**config.mk**
```make
export PLATFORM = sky130hd
export DESIGN_NAME = reaction_timer
export DESIGN_NICKNAME = d
export VERILOG_FILES = /design/src/rtl/reaction_timer.sv
export SDC_FILE = /design/constraint.sdc
export NUM_CORES = 1
export LEC_CHECK = 0
export ABC_AREA = 0
export BUFFER_PORTS_ARGS = -buffer_cell sky130_fd_sc_hd__buf_4
export CAP_MARGIN = 30
export CORE_UTILIZATION = 51
export CTS_BUF_LIST = sky130_fd_sc_hd__clkbuf_8
export DETAILED_ROUTE_END_ITERATION = 7
export GPL_ROUTABILITY_DRIVEN = 0
export PLACE_DENSITY_LB_ADDON = 0.3
export SETUP_SLACK_MARGIN = 0.5
export SLEW_MARGIN = 20
export SYNTH_ARGS = -nofsm -noshare
export SYNTH_HDL_FRONTEND = slang
export SYNTH_SLANG_ARGS = --single-unit
export TNS_END_PERCENT = 10
```
**constraint.sdc**
```tcl
create_clock -name clk -period 4.59 [get_ports clk]
set_input_delay 0.2295 -clock clk [delete_from_list [all_inputs] [get_ports clk]]
set_output_delay 0.2295 -clock clk [all_outputs]
set_load 0.02 [all_outputs]
```
**src/rtl/reaction_timer.sv**
```systemverilog
// ---------------------------------------------------------------------------
// reaction_timer
//
// Measures a player's reaction time against the F1 start-light bar. Once
// every light has been lit and the bar then goes dark, a millisecond counter
// runs until the player presses the button. The elapsed time is reported in
// milliseconds. A press while the lights are still lit is a jump start.
//
// Optional feature macro: REACTION_TIMER_BEST_EN
//   defined     -> best_ms tracks the smallest valid reaction since reset
//                  (reset value all ones)
//   not defined -> best_ms is tied to 0
//
// Parameters:
//   N_LEDS        width of the light bar
//   TIME_WIDTH    width of the millisecond counter and results
//   CYCLES_PER_MS clk cycles per millisecond tick (>= 2)
//
// Ports:
//   clk           single clock, rising edge
//   rst           asynchronous reset, active low
//   lights        light bar from f1_fsm, synchronous to clk
//   press         raw player button, asynchronous level
//   clear         synchronous acknowledge of a result or a fault
//   reaction_ms   last latched reaction time
//   result_valid  high while reaction_ms holds a fresh result (DONE)
//   jump_start    high while in FAULT
//   busy          high in ARMED or TIMING
//   best_ms       best valid reaction since reset (0 without the macro)
// ---------------------------------------------------------------------------
module reaction_timer #(
    parameter int N_LEDS        = 8,
    parameter int TIME_WIDTH    = 16,
    parameter int CYCLES_PER_MS = 1000
) (
    input  logic                  clk,
    input  logic                  rst,
    input  logic [N_LEDS-1:0]     lights,
    input  logic                  press,
    input  logic                  clear,
    output logic [TIME_WIDTH-1:0] reaction_ms,
    output logic                  result_valid,
    output logic                  jump_start,
    output logic                  busy,
    output logic [TIME_WIDTH-1:0] best_ms
);

    localparam int                 PRESC_W    = $clog2(CYCLES_PER_MS);
    localparam logic [PRESC_W-1:0] PRESC_LAST = PRESC_W'(CYCLES_PER_MS - 1);

    typedef enum logic [2:0] {
        S_IDLE,
        S_ARMED,
        S_TIMING,
        S_DONE,
        S_FAULT
    } state_t;

    // Millisecond count never wraps back to zero; it sticks at all ones.
    function automatic logic [TIME_WIDTH-1:0] sat_inc(input logic [TIME_WIDTH-1:0] v);
        return (&v) ? v : v + TIME_WIDTH'(1);
    endfunction

    state_t                state_q, state_d;
    logic                  sync1_q, sync1_d;
    logic                  sync2_q, sync2_d;
    logic                  sync3_q, sync3_d;
    logic [N_LEDS-1:0]     lights_prev_q, lights_prev_d;
    logic [PRESC_W-1:0]    presc_q, presc_d;
    logic [TIME_WIDTH-1:0] count_q, count_d;
    logic                  seen_full_q, seen_full_d;
    logic [TIME_WIDTH-1:0] reaction_q, reaction_d;
    logic                  result_valid_q, result_valid_d;
    logic                  jump_start_q, jump_start_d;
    logic                  busy_q, busy_d;

    logic press_evt;
    logic start;
    logic full;
    logic lights_zero;

    // sync1/sync2 resolve metastability; sync3 holds the previous synced
    // level so a held button yields a single one-cycle event.
    assign press_evt   = sync2_q & ~sync3_q;
    assign lights_zero = ~(|lights);
    assign start       = (|lights) & ~(|lights_prev_q);
    assign full        = &lights;

    always_comb begin
        sync1_d       = press;
        sync2_d       = sync1_q;
        sync3_d       = sync2_q;
        lights_prev_d = lights;

        state_d     = state_q;
        presc_d     = presc_q;
        count_d     = count_q;
        seen_full_d = seen_full_q;
        reaction_d  = reaction_q;

        case (state_q)
            S_IDLE: begin
                if (start) begin
                    state_d     = S_ARMED;
                    seen_full_d = 1'b0;
                end
            end

            S_ARMED: begin
                // A press while any light is lit is a jump start, whatever
                // the lights are doing in the same cycle.
                if (press_evt) begin
                    state_d = S_FAULT;
                end else if (lights_zero) begin
                    if (seen_full_q) begin
                        state_d = S_TIMING;
                        presc_d = '0;
                        count_d = '0;
                    end else begin
                        // Bar went dark before ever being full: aborted run.
                        state_d = S_IDLE;
                    end
                end else if (full) begin
                    seen_full_d = 1'b1;
                end
            end

            S_TIMING: begin
                if (presc_q == PRESC_LAST) begin
                    presc_d = '0;
                    count_d = sat_inc(count_q);
                end else begin
                    presc_d = presc_q + PRESC_W'(1);
                end

                // Latch the count as it stood before this edge's increment.
                if (press_evt) begin
                    state_d    = S_DONE;
                    reaction_d = count_q;
                end else if (start) begin
                    state_d     = S_ARMED;
                    seen_full_d = 1'b0;
                end
            end

            S_DONE, S_FAULT: begin
                // A new sequence takes priority over the acknowledge.
                if (start) begin
                    state_d     = S_ARMED;
                    seen_full_d = 1'b0;
                end else if (clear) begin
                    state_d = S_IDLE;
                end
            end

            default: begin
                state_d = S_IDLE;
            end
        endcase

        // Status outputs are registered copies of the next state.
        result_valid_d = (state_d == S_DONE);
        jump_start_d   = (state_d == S_FAULT);
        busy_d         = (state_d == S_ARMED) || (state_d == S_TIMING);
    end

    always_ff @(posedge clk or negedge rst) begin
        if (!rst) begin
            state_q        <= S_IDLE;
            sync1_q        <= 1'b0;
            sync2_q        <= 1'b0;
            sync3_q        <= 1'b0;
            lights_prev_q  <= '0;
            presc_q        <= '0;
            count_q        <= '0;
            seen_full_q    <= 1'b0;
            reaction_q     <= '0;
            result_valid_q <= 1'b0;
            jump_start_q   <= 1'b0;
            busy_q         <= 1'b0;
        end else begin
            state_q        <= state_d;
            sync1_q        <= sync1_d;
            sync2_q        <= sync2_d;
            sync3_q        <= sync3_d;
            lights_prev_q  <= lights_prev_d;
            presc_q        <= presc_d;
            count_q        <= count_d;
            seen_full_q    <= seen_full_d;
            reaction_q     <= reaction_d;
            result_valid_q <= result_valid_d;
            jump_start_q   <= jump_start_d;
            busy_q         <= busy_d;
        end
    end

    assign reaction_ms  = reaction_q;
    assign result_valid = result_valid_q;
    assign jump_start   = jump_start_q;
    assign busy         = busy_q;

`ifdef REACTION_TIMER_BEST_EN
    logic [TIME_WIDTH-1:0] best_q, best_d;

    // Updated on the same edge that latches a valid reaction; faults never
    // reach this path.
    always_comb begin
        best_d = best_q;
        if ((state_q == S_TIMING) && press_evt && (count_q < best_q)) begin
            best_d = count_q;
        end
    end

    always_ff @(posedge clk or negedge rst) begin
        if (!rst) begin
            best_q <= '1;
        end else begin
            best_q <= best_d;
        end
    end

    assign best_ms = best_q;
`else
    assign best_ms = '0;
`endif

endmodule

```
==> impl_metrics.py <==
metrics = {
    "sta": {
        "period_needed_ns": 2.50,
        "finalCritPeriodShare_pct": 54.5,
        "drv_slew": 0,
        "setup_viol": 0,
        "rsz0062_at_grt": "false",
        "tightest_slew_ns": 0.828,
        "slew_headroom_pct": 44.8,
        "fin_skew_ns": 0.00842,
        "layout_setup_ws_ns": 2.09,
        "fmax_mhz": 400,
        "hold_violations": 0,
        "fin_setup_tns_ns": 0,
    },
    "power_and_ir_drop": {
        "power_mw": 1.46,
        "peakVddDrop_mv": 0.275,
        "seqPwrFrac_pct": 43.4,
        "p_int_mw": 1.01,
        "power_switching_mw": 0.453,
        "pwr-share-comb_pct": 23.9,
        "leakagePower_nw": 1.49,
        "p_clk_share_pct": 32.7,
        "power-per-cell-area_nw_per_um2": 439,
        "switching_share_pct": 31.0,
    },
    "global_routing": {
        "grt_usage_pct": 21.1,
        "grt-ovfl-total": 0,
        "grt_max_degree": 61,
        "grt_pass1_vias": 2118,
        "grt_pass1_wl_um": 9780,
        "antenna_found_initial": 0,
    },
    "min_path": {
        "hold_end": "lights_prev_q[7]",
        "hold_depth": 1,
        "min_from": "lights[7]",
        "min-delay-path-class": "in2reg",
    },
    "critical_path": {
        "arrival_ns": 2.71,
        "path_buf_inv": 0,
        "reg2reg_depth": 5,
        "crit_type": "reg2reg",
        "path_depth": 5,
        "endpoint_kind": "flop",
        "r2r-end": "count_q[5]",
        "crit_chain": "nor3b_2, nand4_1, o31ai_2, nand3_1, o31ai_1",
        "cp_max_fo": 13,
        "r2r_slack_ns": 2.09,
        "crit_path_max_incr_delay_ns": 0.66,
        "r2r-start": "state_q[1]",
        "start_kind": "flop",
        "crit_family": "simple AND/OR/NAND/NOR gates",
        "crit_required_ns": 4.80,
        "crit_path_top_delay_cell": "nor3b_2",
    },
    "detailed_routing": {
        "vias": 2216,
        "drt_iter0_drc": 146,
        "dr.pass1.iters": 4,
        "drc": 0,
        "viasPerCell": 5.70,
        "wl_um": 5630,
        "wire_per_inst_um": 14.5,
        "ant_nets": 0,
    },
    "placement": {
        "dp_slack_ns": 2.13,
        "io_buffer_count": 30,
        "dp_hpwl_um": 3790,
    },
    "clock_network": {
        "cts.sinks": 60,
        "cts_inserted_buffers": 9,
        "cts_tree": "yes",
        "cts_resized": 0,
        "clk_path_buf_depth": 2,
        "htree_num_levels": 3,
        "clk_pin_slew_worst_paths_ns": 0.06,
        "cts-root-buf": "clkbuf_8",
        "clk_latency_ns": 0.33,
    },
    "cells_and_area": {
        "final_util_pct": 60.3,
        "area.sequential_um2": 1500,
        "diodes": 0,
        "nets": 327,
        "area_growth_syn_to_layout_pct": 14.0,
        "fillers": 470,
        "drive_above_1_share_pct": 19.6,
        "multi_input_area_um2": 1260,
    },
    "logic_synthesis": {
        "postSynthCellCount": 283,
        "synth_edf_count": 0,
        "synth_seq_cells": 60,
        "seq_area_frac_synth_pct": 51.5,
        "ys_warn_count": 0,
        "async_reset_ff_share_pct": 100,
        "synthDistinctLibCells": 50,
        "ys.flop_type": "dfrtp_1",
        "synth.avg_cell_area_um2": 10.3,
        "netlist_area_um2": 2910,
    },
    "floorplanning": {
        "num_io_pins": 47,
        "coreArea_um2": 5510,
        "initial_core_util_pct": 52.9,
        "die-area_um2": 6020,
        "die_h_um": 77.6,
        "fp.dieW_um": 77.6,
        "std_cell_rows": 27,
    },
    "run": {
        "maxCapViolCount": 0,
    },
    "run_status": {
        "status": "completed",
    },
}
==> Yosys cell counts (all sizes together), types with 3 or more instances <==
| cell type | count | area share, % |
|---|---|---|
| and3 | 6 | 1.3 |
| a31o | 3 | 0.90 |
| nand3 | 8 | 1.4 |
| nor2 | 16 | 2.1 |
| or4 | 5 | 1.3 |
| and4 | 4 | 1.2 |
| nand4 | 6 | 1.3 |
| nor3 | 3 | 0.52 |
| inv | 6 | 0.77 |
| nand2 | 25 | 3.2 |
| a21oi | 16 | 2.7 |
| o21ai | 24 | 4.1 |
| mux2 | 14 | 5.4 |
| o31ai | 15 | 4.0 |
| and2 | 5 | 1.1 |
| buf | 21 | 5.5 |
| a31oi | 3 | 0.64 |
| clkbuf | 7 | 0.90 |
| nor2b | 3 | 0.64 |
| a41oi | 3 | 0.90 |
| dfrtp | 60 | 52 |
==> flip-flops by register name, summed over array words and instances (netlist names) <==
signal	flops
seen_full_q	1
jump_start	1
state_q	3
presc_q	10
lights_prev_q	8
result_valid	1
busy	1
sync1_q	1
count_q	16
sync2_q	1
sync3_q	1
reaction_ms	16
==> logic make-up after synthesis <==
kind of cell | after synthesis | share of synthesized area, %
and+or+nand+nor | 95 | 17.8
AOI/OAI and AO/OA | 75 | 16.5
DFF | 60 | 51.5
buffers and inverters | 34 | 7.17
muxes | 14 | 5.41
adders and majority gates | 2 | 0.859
xor gates and xnor gates | 2 | 0.601
other | 1 | 0.129
==> how the worst max path moves through the flow <==
stage                from  slack, ns           to
2_1_floorplan  state_q[2]       2.59  count_q[13]
3_3_place_gp   state_q[0]       2.21         busy
3_5_place_dp   state_q[0]       2.13         busy
4_1_cts        state_q[1]       2.12         busy
5_1_grt        state_q[1]       1.87         busy
6_report       state_q[1]       2.09   count_q[5]
==> layout by cell type (no fill, tap or decap), types with 3 or more instances in the layout <==
| cell | n |
|---|---|
| nor2b_1 | 3 |
| clkbuf_8 | 12 |
| o21ai_0 | 24 |
| a31oi_1 | 3 |
| nor2_1 | 16 |
| or4_1 | 5 |
| inv_1 | 8 |
| and2_1 | 5 |
| buf_4 | 30 |
| nand2_1 | 25 |
| mux2_2 | 14 |
| a21oi_1 | 16 |
| conb_1 | 16 |
| and3_1 | 6 |
| a41oi_1 | 3 |
| nand4_1 | 6 |
| o31ai_1 | 14 |
| and4_1 | 4 |
| nand3_1 | 8 |
| dfrtp_1 | 60 |
| nor3_1 | 3 |
==> power by group through the flow <==
| stage | sequential [mW] | combinational (mW) | clock, mW |
|---|---|---|---|
| 6_report | 0.633 | 0.349 | 0.476 |
| 5_1_grt | 0.642 | 0.395 | 0.516 |
| 4_1_cts | 0.633 | 0.349 | 0.492 |
| 3_5_place_dp | 0.642 | 0.346 | 0 |
| 3_3_place_gp | 0.637 | 0.339 | 0 |
| 2_1_floorplan | 0.638 | 0.271 | 0 |
==> routing by layer <==
metal / part of all wire, % / GRT usage (%)
met1: 46 / 27.1
met5: 0 / 0
met4: 2.3 / 9.81
met2: 48 / 32.2
met3: 4.0 / 6.82
==> per-stage QoR <==
step	instances	hold WS (ns)	cell area, um^2
4_1_cts	389	0.00715	3320
3_3_place_gp	372	0.335	3100
5_1_grt	389	0.00183	3320
3_5_place_dp	372	0.340	3100
2_1_floorplan	298	-0.0661	2970
6_report	389	0.0264	3320
==> area by class of cell <==
type,count,area share [%]
multi-input cells,204,37.9
clock buffers,12,4.97
clock inverters,3,1.13
flip-flops and latches,60,45.2
inverters,6,0.678
well taps,72,2.71
repair buffers,32,7.39
==> timing repair <==
action	CTS	global route
hold buffers	2	0
setup buffers	0	0
endpoints found under the hold margin	61	0
Note: power is estimated with default switching activity, not from simulation.
